### config.mk
export PLATFORM = sky130hd
export DESIGN_NAME = port_arbiter_flat
export DESIGN_NICKNAME = d
export VERILOG_FILES = /design/src/rtl/port_arbiter_pkg.sv /design/src/rtl/port_arbiter_if.sv /design/src/rtl/port_arbiter_rr_pick.sv /design/src/rtl/port_arbiter.sv /design/src/flat_wrapper.sv
export SDC_FILE = /design/constraint.sdc
export NUM_CORES = 1
export LEC_CHECK = 0
export CAP_MARGIN = 20
export CELL_PAD_IN_SITES_DETAIL_PLACEMENT = 2
export CELL_PAD_IN_SITES_GLOBAL_PLACEMENT = 2
export CORE_MARGIN = 2
export CORE_UTILIZATION = 23
export CTS_CLUSTER_DIAMETER = 200
export CTS_CLUSTER_SIZE = 25
export DETAILED_ROUTE_END_ITERATION = 8
export PLACE_DENSITY_LB_ADDON = 0.1
export SYNTH_ARGS = -nofsm -noshare
export SYNTH_HDL_FRONTEND = slang
export SYNTH_SLANG_ARGS = --single-unit
### constraint.sdc
create_clock -name clk -period 3.8 [get_ports clk]
set_input_delay 0.57 -clock clk [delete_from_list [all_inputs] [get_ports clk]]
set_output_delay 0.57 -clock clk [all_outputs]
set_load 0.01 [all_outputs]
### src/rtl/port_arbiter_pkg.sv
// Switch-wide constants and helpers for the port arbiter block.
// Latency: n/a (types, constants and a constant function only).
// Backpressure: n/a.
//
// Holds the switch packet width and the NPORT/CNTW defaults so that the
// arbiter, its interface and its bench all take them from a single place.
package port_arbiter_pkg;

    // Packet payload width; a packet on the wire is PKTW+1 bits.
    localparam int PKTW      = 8;
    localparam int NPORT_DEF = 4;
    localparam int CNTW_DEF  = 16;

    typedef logic [PKTW:0] pkt_t;

    // Width of an index into n items. Never returns 0, so a 1-bit select
    // still exists when n is 1.
    function automatic int idx_w(input int n);
        return (n > 1) ? $clog2(n) : 1;
    endfunction

endpackage

### src/rtl/port_arbiter_if.sv
// Queue-side and transmit-side signal bundle of the port arbiter.
// Latency: n/a (wiring only).
// Backpressure: tx_ready from the consumer; queues are popped via q_re.
//
// Signals: q_data/q_empty/q_re  - head packet, empty flag and pop strobe per queue
//          tx_data/tx_src/tx_valid/tx_ready - registered output and handshake
//          cnt_sel/cnt_val      - read port of the per-queue served counters
// master = the environment (queues + consumer); slave = the arbiter.
// NPORT and CNTW must match the parameters of the attached port_arbiter.
interface port_arbiter_if
    import port_arbiter_pkg::*;
#(
    parameter int NPORT = NPORT_DEF,
    parameter int CNTW  = CNTW_DEF
);
    localparam int IW = idx_w(NPORT);

    pkt_t [NPORT-1:0] q_data;
    logic [NPORT-1:0] q_empty;
    logic [NPORT-1:0] q_re;
    pkt_t             tx_data;
    logic [IW-1:0]    tx_src;
    logic             tx_valid;
    logic             tx_ready;
    logic [IW-1:0]    cnt_sel;
    logic [CNTW-1:0]  cnt_val;

    modport master (
        output q_data, q_empty, tx_ready, cnt_sel,
        input  q_re, tx_data, tx_src, tx_valid, cnt_val
    );

    modport slave (
        input  q_data, q_empty, tx_ready, cnt_sel,
        output q_re, tx_data, tx_src, tx_valid, cnt_val
    );

endinterface

### src/rtl/port_arbiter_rr_pick.sv
// Round-robin pick: first set request bit scanning from ptr_i upward, wrapping.
// Latency: combinational.
// Backpressure: none; the caller decides whether the grant is used.
//
// Ports: req_i - request vector; ptr_i - highest-priority index
//        gnt_o - one-hot grant (all-zero if no request); idx_o - grant index
//        any_o - at least one request present
module rr_pick
    import port_arbiter_pkg::*;
#(
    parameter int N = 4,
    localparam int IW = idx_w(N)
) (
    input  logic [N-1:0]  req_i,
    input  logic [IW-1:0] ptr_i,
    output logic [N-1:0]  gnt_o,
    output logic [IW-1:0] idx_o,
    output logic          any_o
);

    logic          found;
    logic [IW-1:0] cand;

    always_comb begin
        found = 1'b0;
        cand  = '0;
        idx_o = '0;
        gnt_o = '0;
        // N is a power of two, so IW-bit addition wraps exactly modulo N.
        for (int k = 0; k < N; k++) begin
            cand = ptr_i + k[IW-1:0];
            if (!found && req_i[cand]) begin
                found = 1'b1;
                idx_o = cand;
            end
        end
        if (found) begin
            gnt_o[idx_o] = 1'b1;
        end
        any_o = found;
    end

endmodule

### src/rtl/port_arbiter.sv
// Round-robin drain of NPORT input queues into one registered output stage.
// Latency: packet popped on edge N is on tx_data from edge N; 1 pkt/cycle sustained.
// Backpressure: tx_valid && !tx_ready holds the output and stops all pops.
//
// Ports: clk, rst (synchronous, active-high)
//        bus - port_arbiter_if.slave: queue heads/pops, tx handshake, counter read
module port_arbiter
    import port_arbiter_pkg::*;
#(
    parameter int NPORT = NPORT_DEF,
    parameter int CNTW  = CNTW_DEF
) (
    input  logic          clk,
    input  logic          rst,
    port_arbiter_if.slave bus
);

    localparam int IW = idx_w(NPORT);

    logic [IW-1:0]   rr_ptr_q,   rr_ptr_d;
    pkt_t            tx_data_q,  tx_data_d;
    logic [IW-1:0]   tx_src_q,   tx_src_d;
    logic            tx_valid_q, tx_valid_d;
    logic [CNTW-1:0] served_q [NPORT];
    logic [CNTW-1:0] served_d [NPORT];

    logic [NPORT-1:0] gnt;
    logic [IW-1:0]    gnt_idx;
    logic             any_req;
    logic             load;

    rr_pick #(.N(NPORT)) u_rr_pick (
        .req_i (~bus.q_empty),
        .ptr_i (rr_ptr_q),
        .gnt_o (gnt),
        .idx_o (gnt_idx),
        .any_o (any_req)
    );

    // The output stage takes a new packet when it is empty or being drained
    // this edge. Reset gates the load so no queue is popped while in reset.
    assign load     = !rst && any_req && (!tx_valid_q || bus.tx_ready);
    assign bus.q_re = {NPORT{load}} & gnt;

    always_comb begin
        rr_ptr_d   = rr_ptr_q;
        tx_data_d  = tx_data_q;
        tx_src_d   = tx_src_q;
        tx_valid_d = tx_valid_q;
        served_d   = served_q;
        if (load) begin
            // Covers the load-while-transferring case too: the old packet
            // leaves and the new one lands on the same edge, no bubble.
            tx_data_d  = bus.q_data[gnt_idx];
            tx_src_d   = gnt_idx;
            tx_valid_d = 1'b1;
            rr_ptr_d   = gnt_idx + IW'(1);
            if (served_q[gnt_idx] != {CNTW{1'b1}}) begin
                served_d[gnt_idx] = served_q[gnt_idx] + CNTW'(1);
            end
        end else if (tx_valid_q && bus.tx_ready) begin
            // Drained with nothing to replace it; data/src keep their values.
            tx_valid_d = 1'b0;
        end
    end

    always_ff @(posedge clk) begin
        if (rst) begin
            rr_ptr_q   <= '0;
            tx_data_q  <= '0;
            tx_src_q   <= '0;
            tx_valid_q <= 1'b0;
            for (int i = 0; i < NPORT; i++) begin
                served_q[i] <= '0;
            end
        end else begin
            rr_ptr_q   <= rr_ptr_d;
            tx_data_q  <= tx_data_d;
            tx_src_q   <= tx_src_d;
            tx_valid_q <= tx_valid_d;
            served_q   <= served_d;
        end
    end

    assign bus.tx_data  = tx_data_q;
    assign bus.tx_src   = tx_src_q;
    assign bus.tx_valid = tx_valid_q;
    assign bus.cnt_val  = served_q[bus.cnt_sel];

endmodule
### src/flat_wrapper.sv
// flat-port wrapper written by rule: the top's interface ports become plain ports
module port_arbiter_flat import port_arbiter_pkg::*;
#(
    parameter int NPORT = NPORT_DEF,
    parameter int CNTW  = CNTW_DEF
)
  (clk, rst, bus_q_data, bus_q_empty, bus_tx_ready, bus_cnt_sel, bus_q_re, bus_tx_data, bus_tx_src, bus_tx_valid, bus_cnt_val);
  port_arbiter_if #(.NPORT(NPORT), .CNTW(CNTW)) bus_i ();
  input  logic clk;
  input  logic rst;
  input wire logic [$bits(bus_i.q_data)-1:0] bus_q_data;
  input wire logic [$bits(bus_i.q_empty)-1:0] bus_q_empty;
  input wire logic [$bits(bus_i.tx_ready)-1:0] bus_tx_ready;
  input wire logic [$bits(bus_i.cnt_sel)-1:0] bus_cnt_sel;
  output wire logic [$bits(bus_i.q_re)-1:0] bus_q_re;
  output wire logic [$bits(bus_i.tx_data)-1:0] bus_tx_data;
  output wire logic [$bits(bus_i.tx_src)-1:0] bus_tx_src;
  output wire logic [$bits(bus_i.tx_valid)-1:0] bus_tx_valid;
  output wire logic [$bits(bus_i.cnt_val)-1:0] bus_cnt_val;
  assign bus_i.q_data = bus_q_data;
  assign bus_i.q_empty = bus_q_empty;
  assign bus_i.tx_ready = bus_tx_ready;
  assign bus_i.cnt_sel = bus_cnt_sel;
  assign bus_q_re = bus_i.q_re;
  assign bus_tx_data = bus_i.tx_data;
  assign bus_tx_src = bus_i.tx_src;
  assign bus_tx_valid = bus_i.tx_valid;
  assign bus_cnt_val = bus_i.cnt_val;
  port_arbiter #(.NPORT(NPORT), .CNTW(CNTW)) u_core (.clk(clk), .rst(rst), .bus(bus_i));
endmodule
Yosys cells after proc, flatten, opt, wreduce, memory -nomap -nowiden
Index checks and enable logic that the tools add are counted.

word-level totals
  output and inout port bits = 32
  word-level logic and storage cells = 75
  input bits = 45
  register bits after elaboration = 78

cells by class
  muxes and demuxes = 32
  bitwise operators = 4
  equality and inequality tests = 1
  reduce and logical (&&, ||, !) cells = 16
  magnitude comparators = 9
  add/subtract/negate cells = 5

operators with widths
  cell                                                                                 count
  16-bit 2-to-1 mux                                                                    5
  16-bit binary-select mux with 2-bit select                                           2
  64-bit bitwise mux                                                                   1
  16-bit demux with 2-bit select                                                       1
  9-bit binary-select mux with 2-bit select                                            1
  16-bit by 1-bit adder with 16-bit output, second input constant                      1
  16-bit inequality test, second input constant                                        1
  2-bit by 3-bit < comparator with 1-bit output, second input constant                 5
  1-bit 2-to-1 mux                                                                     11
  9-bit 2-to-1 mux                                                                     1
  1-bit binary-select mux with 2-bit select                                            4
  1-bit logical AND                                                                    8
  2-bit 2-to-1 mux                                                                     4
  3-bit greater-or-equal comparator, second input constant                             2
  2-bit NOT with 3-bit output                                                          2
  1-bit zero test                                                                      5
  2-bit by 1-bit adder with 2-bit output, second input constant                        2
  2-bit adder, second input constant                                                   2
  4-bit AND                                                                            1
  4-bit 2-to-1 mux                                                                     1
  4-bit NOT                                                                            1
  3-bit by 1-bit < comparator with 1-bit output, second input constant                 1
  1-bit demux with 2-bit select                                                        1
  2-bit by 1-bit greater-or-equal comparator with 1-bit output, second input constant  1
  3 further kinds                                                                      3

Logic depth before layout (Yosys ltp)
Gate-level depths: netlist (run 1).

  depth in word-level cells = 19
  depth in mapped cells = 17
  mapped depth without buffers = 14

By module
Synthesis (run 1) repeated with hierarchy kept, for this count alone.

unflattened totals
  cells, all modules = 422
  area total of the unflattened synthesis = 4336.7 um^2

modules (own cells, without submodules)
  module        instances  area an instance (um^2)  sequential area each (um^2)  cells an instance
  port_arbiter  1          4154.0                   1561.5                       390
  rr_pick       1          182.7                    0.0                          32

Worst setup path after synthesis (run 1)
Ideal clock, no wire load.

  path kind = input-to-reg
  start point = input port bus_q_empty[0]
  end point = register u_core.served_q[8] (netlist bit)
  arrival time = 3450 ps
  library setup time = 128 ps
  path buffers = 3
  cell stages on the path = 16
  data required time = 3672 ps
  slack = 222 ps
  cell sequence = or2_2 > a21o_1 > nand2_2 > buf_2 > buf_4 > a211oi_1 > or2_2 > inv_1 > ha_1 > inv_1 > a211o_1 > nor4_4 > a31oi_2 > buf_2 > mux2i_1 > nor2_1

between the ends
  longest elaborated chain between the ends = 19
  elaborated cells between the ends (all ways) = 38
  those cells by class = add/sub (1); order compare (2); eq/ne (1); mux (22); bitwise (2); reduce/logical (10)

RTL lines
  item                                                                          line                                    RTL
  start: declaration                                                            flat_wrapper.sv:12                      input wire logic [$bits(bus_i.q_empty)-1:0] bus_q_empty;
  4-bit NOT *                                                                   port_arbiter.sv:33                      .req_i (~bus.q_empty),
  1-bit binary-select mux with 2-bit select                                     port_arbiter_rr_pick.sv:32              if (!found && req_i[cand]) begin
  1-bit 2-to-1 mux (not written as such)                                        port_arbiter_rr_pick.sv:32
  1-bit 2-to-1 mux                                                              port_arbiter_rr_pick.sv:32
  1-bit zero test                                                               port_arbiter_rr_pick.sv:32
  1-bit logical AND                                                             port_arbiter_rr_pick.sv:32
  1-bit 2-to-1 mux                                                              port_arbiter_rr_pick.sv:32
  1-bit zero test                                                               port_arbiter_rr_pick.sv:32
  [... 3 more ...]                                                              -
  1-bit logical AND                                                             port_arbiter_rr_pick.sv:32
  2-bit 2-to-1 mux                                                              port_arbiter_rr_pick.sv:32
  2-bit NOT with 3-bit output (not written as such)                             port_arbiter.sv:58, port_arbiter.sv:59
  16-bit binary-select mux with 2-bit select (tied with other cells)            port_arbiter.sv:58, port_arbiter.sv:59
  16-bit 2-to-1 mux (not written as such) or 1-bit logical AND (tied branches)  port_arbiter.sv:58, port_arbiter.sv:59
  16-bit 2-to-1 mux (on tied branches)                                          port_arbiter.sv:58, port_arbiter.sv:59
  16-bit by 1-bit adder with 16-bit output (tied with other cells)              port_arbiter.sv:59                      served_d[gnt_idx] = served_q[gnt_idx] + CNTW'(1);
  64-bit bitwise mux or 2-bit AND reduction (tied branches)                     -
  end signal: assignment                                                        port_arbiter.sv:81                      served_q <= served_d;
  end: declaration                                                              port_arbiter.sv:24                      logic [CNTW-1:0] served_q [NPORT];

Mark *: on every way between the ends. The rest lies on a longest branch, timed or not. The select of a mux whose other input is x is not followed.
A chain may end at the register's enable or synchronous reset.

Worst setup path after layout (run 1)
  start point = input port bus_q_empty[0]
  end point = register u_core.served_q[44] (netlist bit)

Same word-level chain as after synthesis.

==> results of run 1 <==
==> cell type report <==
type,count,area share (%)
well taps,234,4.63
multi-input cells,386,42.8
inverters,11,0.692
clock buffers,10,3.78
clock inverters,6,1.48
flip-flops and latches,78,24.7
repair buffers,150,22.0
==> timing repair <==
item	CTS	global route
buffers inserted	0	2
setup endpoints to repair	1	53
resized for setup	1	19
gates cloned	0	2
pin swaps	0	1
==> worst max-delay path, delay by kind of cell <==
| family | cells | cell delay [ns] |
|---|---|---|
| AOI/OAI and AO/OA | 5 | 1.05 |
| adders and majority gates | 1 | 0.17 |
| and+or+nand+nor | 4 | 0.90 |
| buffers and inverters | 6 | 1.21 |
==> report_power, final <==
group          internal [mW]  switching (mW)  total, mW
logic                  0.484           0.575       1.06
registers              0.895          0.0614      0.957
clock network          0.598           0.382      0.980
==> sequential cells by signal, summed over array words and instances, names as in the netlist <==
signal               cells
u_core.served_q         64
u_core.bus.tx_data       9
u_core.bus.tx_src        2
u_core.rr_ptr_q          2
u_core.bus.tx_valid      1
==> cell families after synthesis <==
logic type | Yosys count | synth area share, %
simple gates | 206 | 22.2
compound gates | 107 | 16.7
flops | 78 | 35.3
mux | 54 | 16.8
buf+inv | 49 | 4.89
xor+xnor | 14 | 2.77
fa+ha+maj | 5 | 1.41
==> final timing paths <==
check / startpoint / endpoint / slack [ns] / depth (start not counted)
worst max-delay path: bus_q_empty[0] / u_core.served_q[44]$_SDFFE_PP0P_ / 0.14 / 16
worst min-delay path: u_core.bus.tx_data[2]$_SDFFE_PP0P_ / u_core.bus.tx_data[2]$_SDFFE_PP0P_ / 0.46 / 2
worst max register to register: u_core.rr_ptr_q[0]$_SDFFE_PP0P_ / u_core.served_q[44]$_SDFFE_PP0P_ / 0.39 / 12
worst min register to register: u_core.bus.tx_data[2]$_SDFFE_PP0P_ / u_core.bus.tx_data[2]$_SDFFE_PP0P_ / 0.46 / 2
==> synth_stat cells (2+ instances only) <==
cell / number / share of area, %
and3_1: 15 / 2.1
a21oi_1: 27 / 3.1
inv_1: 10 / 0.85
buf_1: 3 / 0.25
nand3_1: 50 / 5.7
clkbuf_1: 20 / 1.7
ha_1: 5 / 1.4
o221a_2: 2 / 0.51
a2111o_1: 3 / 0.76
o21ai_0: 28 / 3.2
buf_2: 11 / 1.2
a31o_2: 5 / 0.99
o32ai_1: 2 / 0.40
a21o_1: 2 / 0.34
mux2i_1: 36 / 8.1
nor4_1: 2 / 0.28
nor2b_1: 3 / 0.42
a211oi_1: 26 / 4.4
nor3_1: 4 / 0.45
xor2_1: 6 / 1.2
and2_1: 4 / 0.57
buf_4: 3 / 0.51
o211ai_1: 2 / 0.34
a31oi_2: 4 / 1.1
mux4_2: 16 / 8.1
or2_2: 4 / 0.57
xnor2_1: 8 / 1.6
dfxtp_1: 78 / 35
nor4_4: 2 / 0.96
nor2_1: 43 / 3.6
nand2_1: 71 / 6.0
nand4_1: 2 / 0.28
==> stage by stage <==
stage | instances | setup slack (ns) | utilization (%)
2_1_floorplan | 513 | 0.222 | -
3_3_place_gp | 854 | -0.197 | 31.2
3_5_place_dp | 854 | -0.283 | 31.2
4_1_cts | 870 | 0.0731 | 33.0
5_1_grt | 875 | -0.0133 | 33.7
6_report | 875 | 0.140 | 33.7
==> routing by layer <==
metal / global-route usage, % / vias up / routed length, um
li1: - / 2098 / -
met1: 23.8 / 2268 / 8480
met2: 31.0 / 34 / 8830
met3: 3.29 / 6 / 337
met4: 2.97 / 0 / 107
met5: 0 / - / 0
==> cells in the final DEF, fill, tap and decap left out, types with 4 or more instances in the layout <==
cell              n
a211oi_1         24
a21oi_1          27
a31o_2            5
and2_1            4
and3_1           15
buf_4            59
buf_6            10
clkbuf_16         9
clkdlybuf4s50_1  75
dfxtp_1          78
ha_1              5
inv_1             9
mux2i_1          36
mux4_2           16
nand2_1          71
nand3_1          50
nor2_1           42
o21ai_0          28
or2_2             4
xnor2_1           8
xor2_1            6
==> flow_summary_export.csv, run 1 <==
group,metric,value,unit
worst_setup_path,start_kind,"primary input",
timing,hold_slack,0.462,ns
logic_synthesis,syn_avg_cell_area,8.63,um2
timing,final_hold_viol_count,0,
grt,grt_pass1_wl,27.9,mm
place,io_buffers,76,
logic_synthesis,synth_nets,563,
cts,cts-root-buf,"clkbuf_16",
die,die_area,20400,um2
cts,cts_sinks,78,
cts,clk_pin_slew,0.07,ns
die,ios,77,
cells_and_area,diodes,0,
drt,drt.antenna.violating_nets,0,
place,dp_hpwl,12.9,mm
logic_synthesis,ys_async_sr_fraction,0,%
worst_setup_path,cp_slowest_cell,"clkdlybuf4s50_1",
die,die_h,143,um
cells_and_area,drive_above_1_share,21.7,%
cells_and_area,final-seq-area,1560,um2
timing,worst_pin_slew,0.581,ns
power_and_ir_drop,p_leak,2.43,nW
drt,firstDrtPassIters,4,
worst_setup_path,crit_type,"primary input to flip-flop",
cells_and_area,synthToLayoutAreaGrowth,42.8,%
grt,track_usage,18.0,%
timing,finalCritPeriodShare,96.3,%
power_and_ir_drop,total_power,3.00,mW
cts,htreeDepth,3,
logic_synthesis,yosysUniqueCellTypes,48,
drt,vias_per_cell,5.04,
cts,cts_tree,"done",
job,maxCapViolations,0,
timing,setup_viol,0,
drt,drt-wirelength-per-cell,20.3,um
logic_synthesis,netlist_instances,513,
logic_synthesis,yosysWarningCount,0,
cts,ctsHoldBuffers,0,
drt,dr_total_vias,4406,
timing,min_period,3.66,ns
grt,grt_pass1_vias,4873,
drt,wirelength,17.8,mm
logic_synthesis,synth-seq-cells,78,
place,gp_congestion,0.767,
cells_and_area,design_area,6320,um2
logic_synthesis,synth-edff-count,0,
worst_setup_path,crit_path_cell_trace,"clkdlybuf4s50_1, or2_2, a21o_1, nand2_2, buf_4, a211oi_2, or2_2, inv_1, ha_1, inv_1, a211o_1, nor4_4, buf_6, a31oi_4, buf_2, o32ai_1",
die,rows,50,
cells_and_area,n_fill_cell,2100,
drt,remaining_drc_errors,0,
place,place_area,5850,um2
cts,cts_inserted_buffers,9,
grt,overflow,0,
power_and_ir_drop,irDropWorstVdd,0.000228,V
drt,drt_iter0_drc,121,
grt,antenna_found_initial,0,
logic_synthesis,ys.flop_type,"dfxtp_1",
cts,clock_latency,0.35,ns
min_path,min_path_type,"flip-flop to flip-flop",
cts,clockBufferDepth,2,
timing,finClkSkew,0.0109,ns
worst_setup_path,cp-end-kind,"flip-flop",
worst_setup_path,slowest_delay,0.47,ns
die,coreArea,18800,um2
outcome,run_status,"completed",
worst_setup_path,cp_data_required_time,4.04,ns
cells_and_area,multi_input_area,2710,um2
cells_and_area,fin_nets,686,
grt,grt_max_degree,49,
worst_setup_path,cp_data_arrival_time,3.90,ns
die,die_x,143,um
timing,slew_headroom,61.3,%
timing,final.setup.tns,0,ns
logic_synthesis,syn-cell-area,4430,um2
logic_synthesis,yosysSeqAreaShare,35.3,%
timing,slew_viol_final,0,
worst_setup_path,worstPathMaxFanout,9,
timing,fmax,0.273,GHz
power_and_ir_drop,powerDensity,474,nW/um2
die,start_util,23.6,%
No activity file was read; power rests on OpenSTA's default activity.
==> inputs of run 2 (changes only) <==
--- a/config.mk
+++ b/config.mk
@@ -9,11 +9,12 @@
 export CELL_PAD_IN_SITES_DETAIL_PLACEMENT = 2
 export CELL_PAD_IN_SITES_GLOBAL_PLACEMENT = 2
 export CORE_MARGIN = 2
-export CORE_UTILIZATION = 23
+export CORE_UTILIZATION = 32
 export CTS_CLUSTER_DIAMETER = 200
 export CTS_CLUSTER_SIZE = 25
 export DETAILED_ROUTE_END_ITERATION = 8
 export PLACE_DENSITY_LB_ADDON = 0.1
+export SLEW_MARGIN = 20
 export SYNTH_ARGS = -nofsm -noshare
 export SYNTH_HDL_FRONTEND = slang
 export SYNTH_SLANG_ARGS = --single-unit
==> flow_summary_export.csv, run 2 (same netlist as run 1, synthesis figures left out) <==
group,metric,value,unit
outcome,run_status,"completed",
drt,firstDrtPassIters,5,
drt,drt.antenna.violating_nets,0,
timing,setup_viol,0,
worst_setup_path,r2r_end,"u_core.served_q[33]$_SDFFE_PP0P_",
cts,clock_latency,0.35,ns
cells_and_area,diodes,0,
grt,grt_pass1_vias,4900,
worst_setup_path,crit_start,"bus_q_empty[0]",
timing,finalCritPeriodShare,95.4,%
power_and_ir_drop,total_power,2.91,mW
cts,postCtsSetupBuffers,0,
cts,cts-root-buf,"clkbuf_16",
die,coreArea,13400,um2
worst_setup_path,reg2reg_depth,16,
timing,final.setup.tns,0,ns
timing,rsz0062_at_grt,"no",
cells_and_area,final_cells,803,
worst_setup_path,slowest_delay,0.56,ns
min_path,whs_endpoint,"u_core.bus.tx_data[5]$_SDFFE_PP0P_",
timing,slew_viol_final,0,
timing,finClkSkew,0.00443,ns
drt,remaining_drc_errors,0,
min_path,min_path_cells,2,
timing,worst_pin_slew,1.06,ns
cells_and_area,drive_above_1_share,20.1,%
cts,cts_sinks,78,
die,rows,42,
cells_and_area,post-route-util,45.4,%
die,die_area,14800,um2
place,gp_congestion,0.830,
worst_setup_path,timing.rr.start,"u_core.rr_ptr_q[1]$_SDFFE_PP0P_",
drt,wirelength,17.6,mm
worst_setup_path,path_common_cell,"clkdlybuf4s50_1",
worst_setup_path,crit_path_cell_trace,"clkdlybuf4s50_1, or2_2, a21o_1, nand2_4, buf_6, ha_1, nand2_1, inv_1, clkdlybuf4s50_1",
worst_setup_path,cp_slowest_cell,"clkdlybuf4s50_1",
cts,cts_inserted_buffers,9,
timing,min_period,3.62,ns
power_and_ir_drop,irDropWorstVdd,0.000243,V
worst_setup_path,crit_type,"primary input to output port",
die,start_util,33.0,%
drt,drt-wirelength-per-cell,21.9,um
timing,final_hold_viol_count,0,
power_and_ir_drop,powerDensity,479,nW/um2
die,ios,77,
min_path,min_from,"u_core.bus.tx_data[5]$_SDFFE_PP0P_",
timing,fmax,0.276,GHz
worst_setup_path,cp_data_arrival_time,3.05,ns
cells_and_area,final_common_cell,"dfxtp_1",
grt,grt_pass1_wl,28.2,mm
cells_and_area,fin_nets,672,
cells_and_area,layout_common_cells,"dfxtp_1 (78), clkdlybuf4s50_1 (75), nand2_1 (71), buf_4 (54), nand3_1 (50)",
cells_and_area,synthToLayoutAreaGrowth,37.4,%
die,die_h,122,um
worst_setup_path,r2r_setup_slack,0.44,ns
worst_setup_path,cp_data_required_time,3.23,ns
place,dp_cells,787,
cts,clockBufferDepth,2,
grt,antenna_found_initial,0,
cts,cts_tree,"done",
cts,clk_pin_slew,0.06,ns
grt,track_usage,25.0,%
drt,dr_total_vias,4413,
drt,drt_iter0_drc,270,
cells_and_area,regMostFlops,"u_core.served_q",
die,die_x,122,um
timing,slew_headroom,28.9,%
drt,vias_per_cell,5.50,
grt,grt_max_degree,49,
cells_and_area,largest_reg_flops,64,
worst_setup_path,start_kind,"primary input",
timing,fin_ws,0.176,ns
power_and_ir_drop,p_leak,2.34,nW
worst_setup_path,cp-end-kind,"output port",
place,io_buffers,76,
place,dp_hpwl,12.5,mm
cts,htreeDepth,3,
grt,overflow,0,
place,pre_cts_slack,-0.247,ns
worst_setup_path,worstPathMaxFanout,29,
job,maxCapViolations,0,
min_path,min_path_type,"flip-flop to flip-flop",
-- run 2: worst max path at each step --
| stage | to | slack [ns] | cells past startpoint |
|---|---|---|---|
| after floorplan | u_core.served_q[8]$_SDFFE_PP0P_ | 0.22 | 16 |
| after global placement | u_core.served_q[8]$_SDFFE_PP0P_ | -0.04 | 16 |
| after detailed placement | u_core.served_q[22]$_SDFFE_PP0P_ | -0.25 | 17 |
| after CTS | bus_q_re[0] | 0.06 | 9 |
| after global routing | u_core.served_q[32]$_SDFFE_PP0P_ | 0.0001 | 17 |
| final | bus_q_re[1] | 0.18 | 9 |
-- run 2: cell type report --
cell class	count	area, um2
clock buffers	14	284
repair buffers	136	1250
well taps	176	220
fillers	1473	7320
clock inverters	2	37.5
flip-flops and latches	78	1560
multi-input cells	386	2690
inverters	11	41.3
-- run 2: metal layers --
| metal | GRT usage [%] | wire length, um | up-vias |
|---|---|---|---|
| met5 | 0 | 0 | - |
| met4 | 6.39 | 221 | 0 |
| met3 | 4.31 | 462 | 14 |
| met2 | 43.1 | 8900 | 70 |
| met1 | 32.5 | 8010 | 2262 |
| li1 | - | - | 2067 |
-- run 2: where the power goes --
part / total [mW] / switching, mW / internal [mW]
combinational: 1.02 / 0.571 / 0.445
sequential: 0.959 / 0.0636 / 0.895
clock: 0.937 / 0.356 / 0.581
total: 2.91 / 0.990 / 1.92
-- run 2: metrics by stage --
| step | cell area (um2) | hold WS (ns) |
|---|---|---|
| final | 6080 | 0.461 |
| after global routing | 6080 | 0.485 |
| after CTS | 6030 | 0.465 |
| after detailed placement | 5710 | 0.454 |
| after global placement | 5710 | 0.444 |
| after floorplan | 4430 | 0.441 |
-- run 2: timing repair --
| item | in CTS | in global routing |
|---|---|---|
| hold buffers | 0 | 0 |
| resized for setup | 0 | 13 |
| hold endpoints to repair | 0 | 0 |
| setup endpoints to repair | 0 | 63 |
-- run 2: critical path, delay by kind of cell --
kind | cells | cell delay (ns)
compound gates | 1 | 0.26
fa+ha+maj | 1 | 0.19
simple gates | 3 | 0.60
buf+inv | 4 | 1.43
